**config.mk**
```make
export PLATFORM = sky130hd
export DESIGN_NAME = controlador_snooping
export DESIGN_NICKNAME = d
export VERILOG_FILES = /design/src/rtl/controlador_snooping.sv
export SDC_FILE = /design/constraint.sdc
export NUM_CORES = 1
export LEC_CHECK = 0
export ABC_AREA = 1
export CAP_MARGIN = 40
export CORE_UTILIZATION = 30
export CTS_CLUSTER_SIZE = 12
export DETAILED_ROUTE_END_ITERATION = 8
export PLACE_DENSITY = 0.49
export SLEW_MARGIN = 20
export SYNTH_ARGS = -nofsm -noshare
export SYNTH_HDL_FRONTEND = slang
export SYNTH_SLANG_ARGS = --single-unit
```
**constraint.sdc**
```tcl
create_clock -name clock -period 3.3 [get_ports clock]
set_input_delay 0.33 -clock clock [delete_from_list [all_inputs] [get_ports clock]]
set_output_delay 0.33 -clock clock [all_outputs]
set_load 0.02 [all_outputs]
```
**src/rtl/controlador_snooping.sv**
```systemverilog
// MSI snooping cache-line controller: a small direct-mapped tag/state/data array that sequences
// CPU requests over the bus and memory and services snoops with one shared coherence machine.
module controlador_snooping #(
   parameter int unsigned INDEX_W = 2,
   parameter int unsigned TAG_W   = 4,
   parameter int unsigned DATA_W  = 8
) (
   input  logic                       clock,
   input  logic                       reset,
   input  logic                       cpuValid,
   output logic                       cpuReady,
   input  logic                       cpuWrite,
   input  logic [TAG_W+INDEX_W-1:0]   cpuEndereco,
   input  logic [DATA_W-1:0]          cpuDadoEscrita,
   output logic                       cpuDone,
   output logic [DATA_W-1:0]          cpuDadoLeitura,
   output logic                       maquina,
   output logic [1:0]                 op,
   output logic [1:0]                 estadoAtual,
   output logic [1:0]                 entradaMaquina,
   input  logic [1:0]                 novoEstado,
   input  logic [1:0]                 saidaMaquina,
   input  logic                       writeBack,
   input  logic                       abortAccessMemory,
   output logic                       busReq,
   input  logic                       busGrant,
   output logic                       busValid,
   output logic [1:0]                 busMsg,
   output logic [TAG_W+INDEX_W-1:0]   busEndereco,
   input  logic                       snoopValid,
   input  logic [1:0]                 snoopMsg,
   input  logic [TAG_W+INDEX_W-1:0]   snoopEndereco,
   output logic                       snoopAck,
   output logic                       busAbortOut,
   output logic [DATA_W-1:0]          busDadoSaida,
   input  logic                       busAbortIn,
   input  logic [DATA_W-1:0]          busDadoEntrada,
   output logic                       memReq,
   output logic                       memWrite,
   output logic [TAG_W+INDEX_W-1:0]   memEndereco,
   output logic [DATA_W-1:0]          memDadoEscrita,
   input  logic                       memAck,
   input  logic [DATA_W-1:0]          memDadoLeitura
);

   localparam int unsigned AW     = TAG_W + INDEX_W;
   localparam int unsigned LINHAS = 2 ** INDEX_W;

   localparam logic [1:0] est_invalido   = 2'b00;
   localparam logic [1:0] msg_read_miss  = 2'b01;
   localparam logic [1:0] msg_write_miss = 2'b10;
   localparam logic [1:0] msg_sem        = 2'b11;

   localparam logic [2:0] st_ocioso      = 3'd0;
   localparam logic [2:0] st_consulta    = 3'd1;
   localparam logic [2:0] st_espera_bus  = 3'd2;
   localparam logic [2:0] st_writeback   = 3'd3;
   localparam logic [2:0] st_mensagem    = 3'd4;
   localparam logic [2:0] st_leitura_mem = 3'd5;
   localparam logic [2:0] st_fim         = 3'd6;
   localparam logic [2:0] st_snoop       = 3'd7;

   logic [TAG_W-1:0]  linha_tag_q  [LINHAS];
   logic [1:0]        linha_est_q  [LINHAS];
   logic [DATA_W-1:0] linha_dado_q [LINHAS];

   logic [2:0]        estado_q, estado_d;
   logic [2:0]        retorno_q;
   logic              req_write_q;
   logic [AW-1:0]     req_addr_q;
   logic [DATA_W-1:0] req_dado_q;
   logic [1:0]        novo_q;
   logic [1:0]        msg_q;
   logic              wb_q;
   logic [DATA_W-1:0] dado_lido_q;

   logic [INDEX_W-1:0] req_idx, snp_idx;
   logic [TAG_W-1:0]   req_tag, snp_tag;
   logic               hit, snp_match, aceita, foi_miss;
   logic [DATA_W-1:0]  dado_final;

   assign req_idx   = req_addr_q[INDEX_W-1:0];
   assign req_tag   = req_addr_q[AW-1:INDEX_W];
   assign snp_idx   = snoopEndereco[INDEX_W-1:0];
   assign snp_tag   = snoopEndereco[AW-1:INDEX_W];
   assign hit       = (linha_tag_q[req_idx] == req_tag) && (linha_est_q[req_idx] != est_invalido);
   assign snp_match = (linha_tag_q[snp_idx] == snp_tag);
   assign aceita    = (estado_q == st_ocioso) && !snoopValid && cpuValid;
   assign foi_miss  = (msg_q == msg_read_miss) || (msg_q == msg_write_miss);
   // Writes always store the CPU word; reads keep the fetched word on a miss, else the line.
   assign dado_final = req_write_q ? req_dado_q :
                       (foi_miss ? dado_lido_q : linha_dado_q[req_idx]);

   always_comb begin
      estado_d = estado_q;
      case (estado_q)
         st_ocioso: begin
            if (snoopValid)    estado_d = st_snoop;
            else if (cpuValid) estado_d = st_consulta;
         end
         st_consulta:    estado_d = (saidaMaquina == msg_sem) ? st_fim : st_espera_bus;
         st_espera_bus: begin
            if (snoopValid)    estado_d = st_snoop;
            else if (busGrant) estado_d = wb_q ? st_writeback : st_mensagem;
         end
         st_writeback:   if (memAck) estado_d = st_mensagem;
         st_mensagem:    estado_d = foi_miss ? st_leitura_mem : st_fim;
         st_leitura_mem: if (busAbortIn || memAck) estado_d = st_fim;
         st_fim:         estado_d = st_ocioso;
         st_snoop:       estado_d = retorno_q;
         default:        estado_d = st_ocioso;
      endcase
   end

   always_ff @(posedge clock or negedge reset) begin
      if (!reset) begin
         estado_q    <= st_ocioso;
         retorno_q   <= st_ocioso;
         req_write_q <= 1'b0;
         req_addr_q  <= '0;
         req_dado_q  <= '0;
         novo_q      <= est_invalido;
         msg_q       <= msg_sem;
         wb_q        <= 1'b0;
         dado_lido_q <= '0;
         for (int i = 0; i < LINHAS; i++) begin
            linha_tag_q[i]  <= '0;
            linha_est_q[i]  <= est_invalido;
            linha_dado_q[i] <= '0;
         end
      end else begin
         estado_q <= estado_d;
         if (aceita) begin
            req_write_q <= cpuWrite;
            req_addr_q  <= cpuEndereco;
            req_dado_q  <= cpuDadoEscrita;
         end
         if (estado_q == st_consulta) begin
            novo_q <= novoEstado;
            msg_q  <= saidaMaquina;
            wb_q   <= writeBack;
         end
         // A snoop taken while waiting for the bus may change the line, so re-run the lookup.
         if (estado_q == st_ocioso && snoopValid)     retorno_q <= st_ocioso;
         if (estado_q == st_espera_bus && snoopValid) retorno_q <= st_consulta;
         if (estado_q == st_leitura_mem) begin
            if (busAbortIn)  dado_lido_q <= busDadoEntrada;
            else if (memAck) dado_lido_q <= memDadoLeitura;
         end
         if (estado_q == st_fim) begin
            linha_tag_q[req_idx]  <= req_tag;
            linha_est_q[req_idx]  <= novo_q;
            linha_dado_q[req_idx] <= dado_final;
         end
         if (estado_q == st_snoop && snp_match) linha_est_q[snp_idx] <= novoEstado;
      end
   end

   always_comb begin
      cpuReady       = 1'b0;
      cpuDone        = 1'b0;
      cpuDadoLeitura = '0;
      maquina        = 1'b0;
      op             = 2'b00;
      estadoAtual    = est_invalido;
      entradaMaquina = msg_sem;
      busReq         = 1'b0;
      busValid       = 1'b0;
      busMsg         = msg_sem;
      busEndereco    = '0;
      snoopAck       = 1'b0;
      busAbortOut    = 1'b0;
      busDadoSaida   = '0;
      memReq         = 1'b0;
      memWrite       = 1'b0;
      memEndereco    = '0;
      memDadoEscrita = '0;
      case (estado_q)
         st_ocioso:     cpuReady = !snoopValid;
         st_consulta: begin
            op          = {req_write_q, ~hit};
            estadoAtual = linha_est_q[req_idx];
         end
         st_espera_bus: busReq = !snoopValid;
         st_writeback: begin
            busReq         = 1'b1;
            memReq         = 1'b1;
            memWrite       = 1'b1;
            memEndereco    = {linha_tag_q[req_idx], req_idx};
            memDadoEscrita = linha_dado_q[req_idx];
         end
         st_mensagem: begin
            busReq      = 1'b1;
            busValid    = 1'b1;
            busMsg      = msg_q;
            busEndereco = req_addr_q;
         end
         st_leitura_mem: begin
            busReq      = 1'b1;
            memReq      = !busAbortIn;
            memEndereco = req_addr_q;
         end
         st_fim: begin
            cpuDone        = 1'b1;
            cpuDadoLeitura = dado_final;
         end
         st_snoop: begin
            maquina        = 1'b1;
            entradaMaquina = snoopMsg;
            estadoAtual    = snp_match ? linha_est_q[snp_idx] : est_invalido;
            snoopAck       = 1'b1;
            if (abortAccessMemory) begin
               busAbortOut  = 1'b1;
               busDadoSaida = linha_dado_q[snp_idx];
            end
         end
         default: ;
      endcase
   end

endmodule

```
==> metrics.csv <==
metric;value;unit
status;complete, but fails checks;
failing_checks;hold timing;
post-route-drc-count;0;
cts_root_buf;sky130_fd_sc_hd__clkbuf_16;
internal_power;0.003395;W
yosys_warnings;0;
filler_cell_count;1784;
pin_count;105;
total_leakage_power;3.294;nW
power.switching_fraction;0.4644;
clk_path_buf_depth;2;
grt_antenna_before_repair;0;
layout.area.seq;0.002205;mm²
setup_violations;0;
clock_sink_count;88;
detail_route.first_pass.iterations;5;
die_w;133.5;µm
hold_class;input pin to async pin;
gr-total-overflow;0;
path_max_fanout;8;
aggregate_global_route_resource_usage;0.2063;
final_net_count;931;
start_kind;flop;
max-slew-margin-rel;0.5218;
first_iter_violations;552;
htreeDepth;3;
power_frac_comb;0.497;
syn_area_per_cell;6.756;µm²
power.net_switching;0.002944;W
crit_chain;inv_2 > nor2_2 > buf_4 > nand2_1 > nand3_1 > nand2_1 > nand2_1 > nand2_1 > nor2_1 > clkdlybuf4s50_1;
synth_top_area_cell;sky130_fd_sc_hd__dfrtp_1;
antenna_cells;0;
timing.hold.ws;-0.005667;ns
wl;17.90;mm
chipHeight;133.5;µm
worstSkewPairLatency;0.35;ns
p_total;0.006339;W
tritoncts;done;
mostFrequentLayoutCell;sky130_fd_sc_hd__nand2_1;
worstPathArrival;2.82;ns
global_route_wire_length_before_repair;27.89;mm
end_kind;output pin;
crit_required;2.97;ns
grt_max_degree;44;
initial_utilization;0.3096;
setup_total_negative_slack;0;ns
routed_wire_length_per_instance;16.21;µm
finalMaxSlewViolations;0;
syn_to_final_growth;32.43;%
postRouteAntennaNets;0;
synth.distinct_cells;28;
synth.net_count;820;
final_hold_viol_count;4;
fp.dieArea;0.01783;mm²
layout_min_cycle_time;3.147;ns
power.clock.fraction;0.179;
crit_slowest_cell;sky130_fd_sc_hd__clkdlybuf4s50_1;
drive_above_1_share;0.06335;
power_frac_seq;0.324;
worst_path_largest_cell_delay;0.62;ns
yosys-top-cells-area;sky130_fd_sc_hd__dfrtp_1 41%, sky130_fd_sc_hd__nand2_1 21%, sky130_fd_sc_hd__o21ai_0 8.2%;
cellPowerDensity;922.5;mW/mm²
first_global_vias;5177;
port_buffers;104;
place.detailed.hpwl;13.23;mm
dr_total_vias;5433;
ys_seq_area_frac;0.4249;
cp_common_cell;sky130_fd_sc_hd__nand2_1;
worst_slew_pin_slew;0.7134;ns
yosys_register_bits;88;
cts.reportedPaths.clkPinSlew;0.07;ns
layout_common_cells;294 x sky130_fd_sc_hd__nand2_1, 103 x sky130_fd_sc_hd__clkdlybuf4s50_1, 87 x sky130_fd_sc_hd__inv_1, 86 x sky130_fd_sc_hd__dfrtp_1, 85 x sky130_fd_sc_hd__o21ai_0;
fp.coreArea;0.01676;mm²
via_per_inst;4.921;
cells_after_synth;768;
timing.fmax;317.7;MHz
worstPathBufferInverterCount;3;
power.ir.vdd_worst;0.0003769;V
grt_setup_unrepaired;false;
routability_congestion_estimate_from_global_placement;0.9122;
timing.max_cap.violations;0;
finClkSkew;0.01282;ns
critPathTopFamily;simple AND/OR/NAND/NOR gates;
floorplan.rows;47;
multi_input_area;0.002532;mm²
fin_crit_sh;0.9537;
synth.cell_area;0.005189;mm²
synth_top_area_frac;0.4148;
critical_path_class;flop to output pin;
num_cts_buffers;9;
worst paths after layout:
path / startpoint / cells after the start / to / slack [ns]
setup reg to reg: estado_q[2]$_DFFE_PN0P_ / 5 / linha_tag_q[6]$_DFFE_PN0P_ / 0.96
hold reg to reg: msg_q[1]$_DFFE_PN1P_ / 2 / msg_q[1]$_DFFE_PN1P_ / 0.51
hold / removal: reset / 1 / linha_tag_q[5]$_DFFE_PN0P_ / -0.006
setup / recovery: req_addr_q[1]$_DFFE_PN0P_ / 10 / cpuDadoLeitura[2] / 0.15
max in group asynchronous: reset / 2 / novo_q[1]$_DFFE_PN0P_ / 2.50
min in group clock: msg_q[1]$_DFFE_PN1P_ / 2 / msg_q[1]$_DFFE_PN1P_ / 0.51
registers in the layout, summed over array words and instances, names as in the netlist:
name / flops
linha_dado_q: 32
linha_tag_q: 16
dado_lido_q: 8
linha_est_q: 8
req_dado_q: 8
req_addr_q: 6
estado_q: 3
msg_q: 2
novo_q: 2
req_write_q: 1
retorno_q: 1
wb_q: 1
per-stage QoR:
step / setup slack, ns / utilization / std cells / cell area (µm²)
5_1_grt: 0.002293 / 0.4100 / 1104 / 6872
4_1_cts: 0.1533 / 0.4097 / 1104 / 6867
2_1_floorplan: 1.305 / - / 768 / 5189
6_report: 0.1528 / 0.4100 / 1104 / 6872
3_5_place_dp: 0.3766 / 0.3905 / 1088 / 6545
3_3_place_gp: 0.4113 / 0.3905 / 1088 / 6545
power by group through the flow:
| stage | registers (W) | clock network, W | logic [W] |
|---|---|---|---|
| final | 0.00205 | 0.00113 | 0.00315 |
| after global routing | 0.00211 | 0.00120 | 0.00352 |
| after CTS | 0.00204 | 0.00115 | 0.00315 |
| after detailed placement | 0.00205 | 0 | 0.00314 |
| after floorplan | 0.00188 | 0 | 0.00207 |
| after global placement | 0.00206 | 0 | 0.00311 |
logic make-up (layout without fill, tap and decap cells):
kind of cell | Yosys count | after routing | share of synthesized area
xor gates and xnor gates | 1 | 1 | 0.001688
AOI/OAI and AO/OA | 139 | 139 | 0.1514
DFF | 88 | 88 | 0.4249
and+or+nand+nor | 422 | 422 | 0.3311
muxes | 1 | 1 | 0.001929
buffers and inverters | 117 | 233 | 0.08898
layout make-up:
type                       count  area share
inverter                      93     0.05080
multi-input combinational    563      0.3685
clock inverter                 5     0.01147
timing repair buffer         124      0.1730
tap                          220     0.04006
sequential                    88      0.3208
clock buffer                  11     0.03532
synth_stat cells, drive strengths merged:
cell,count
inv,91
o22ai,3
a21oi,9
xor2,1
nand4,1
mux2i,1
buf,14
o221ai,2
o21ai,88
nand3,67
nor3,2
nand2,294
clkbuf,10
a31oi,14
a221oi,3
dfstp,2
nor2,55
or2,3
clkinv,2
a22oi,13
o211ai,7
dfrtp,86
routing by layer:
metal | global-route usage | up-vias | share of wire
met2 | 0.3151 | 216 | 0.44
li1 | - | 2695 | -
met4 | 0.07071 | 0 | 0.020
met5 | 0 | - | 0
met3 | 0.03653 | 24 | 0.064
met1 | 0.2924 | 2498 | 0.47
what timing repair did:
action / 4_1_cts / 5_1_grt
buffers inserted: 0 / 0
hold buffers: 0 / 0
endpoints found under the setup margin: 0 / 2
gates resized for setup: 0 / 1
endpoints found under the hold margin: 0 / 0
No activity file was read; power rests on OpenSTA's default activity.
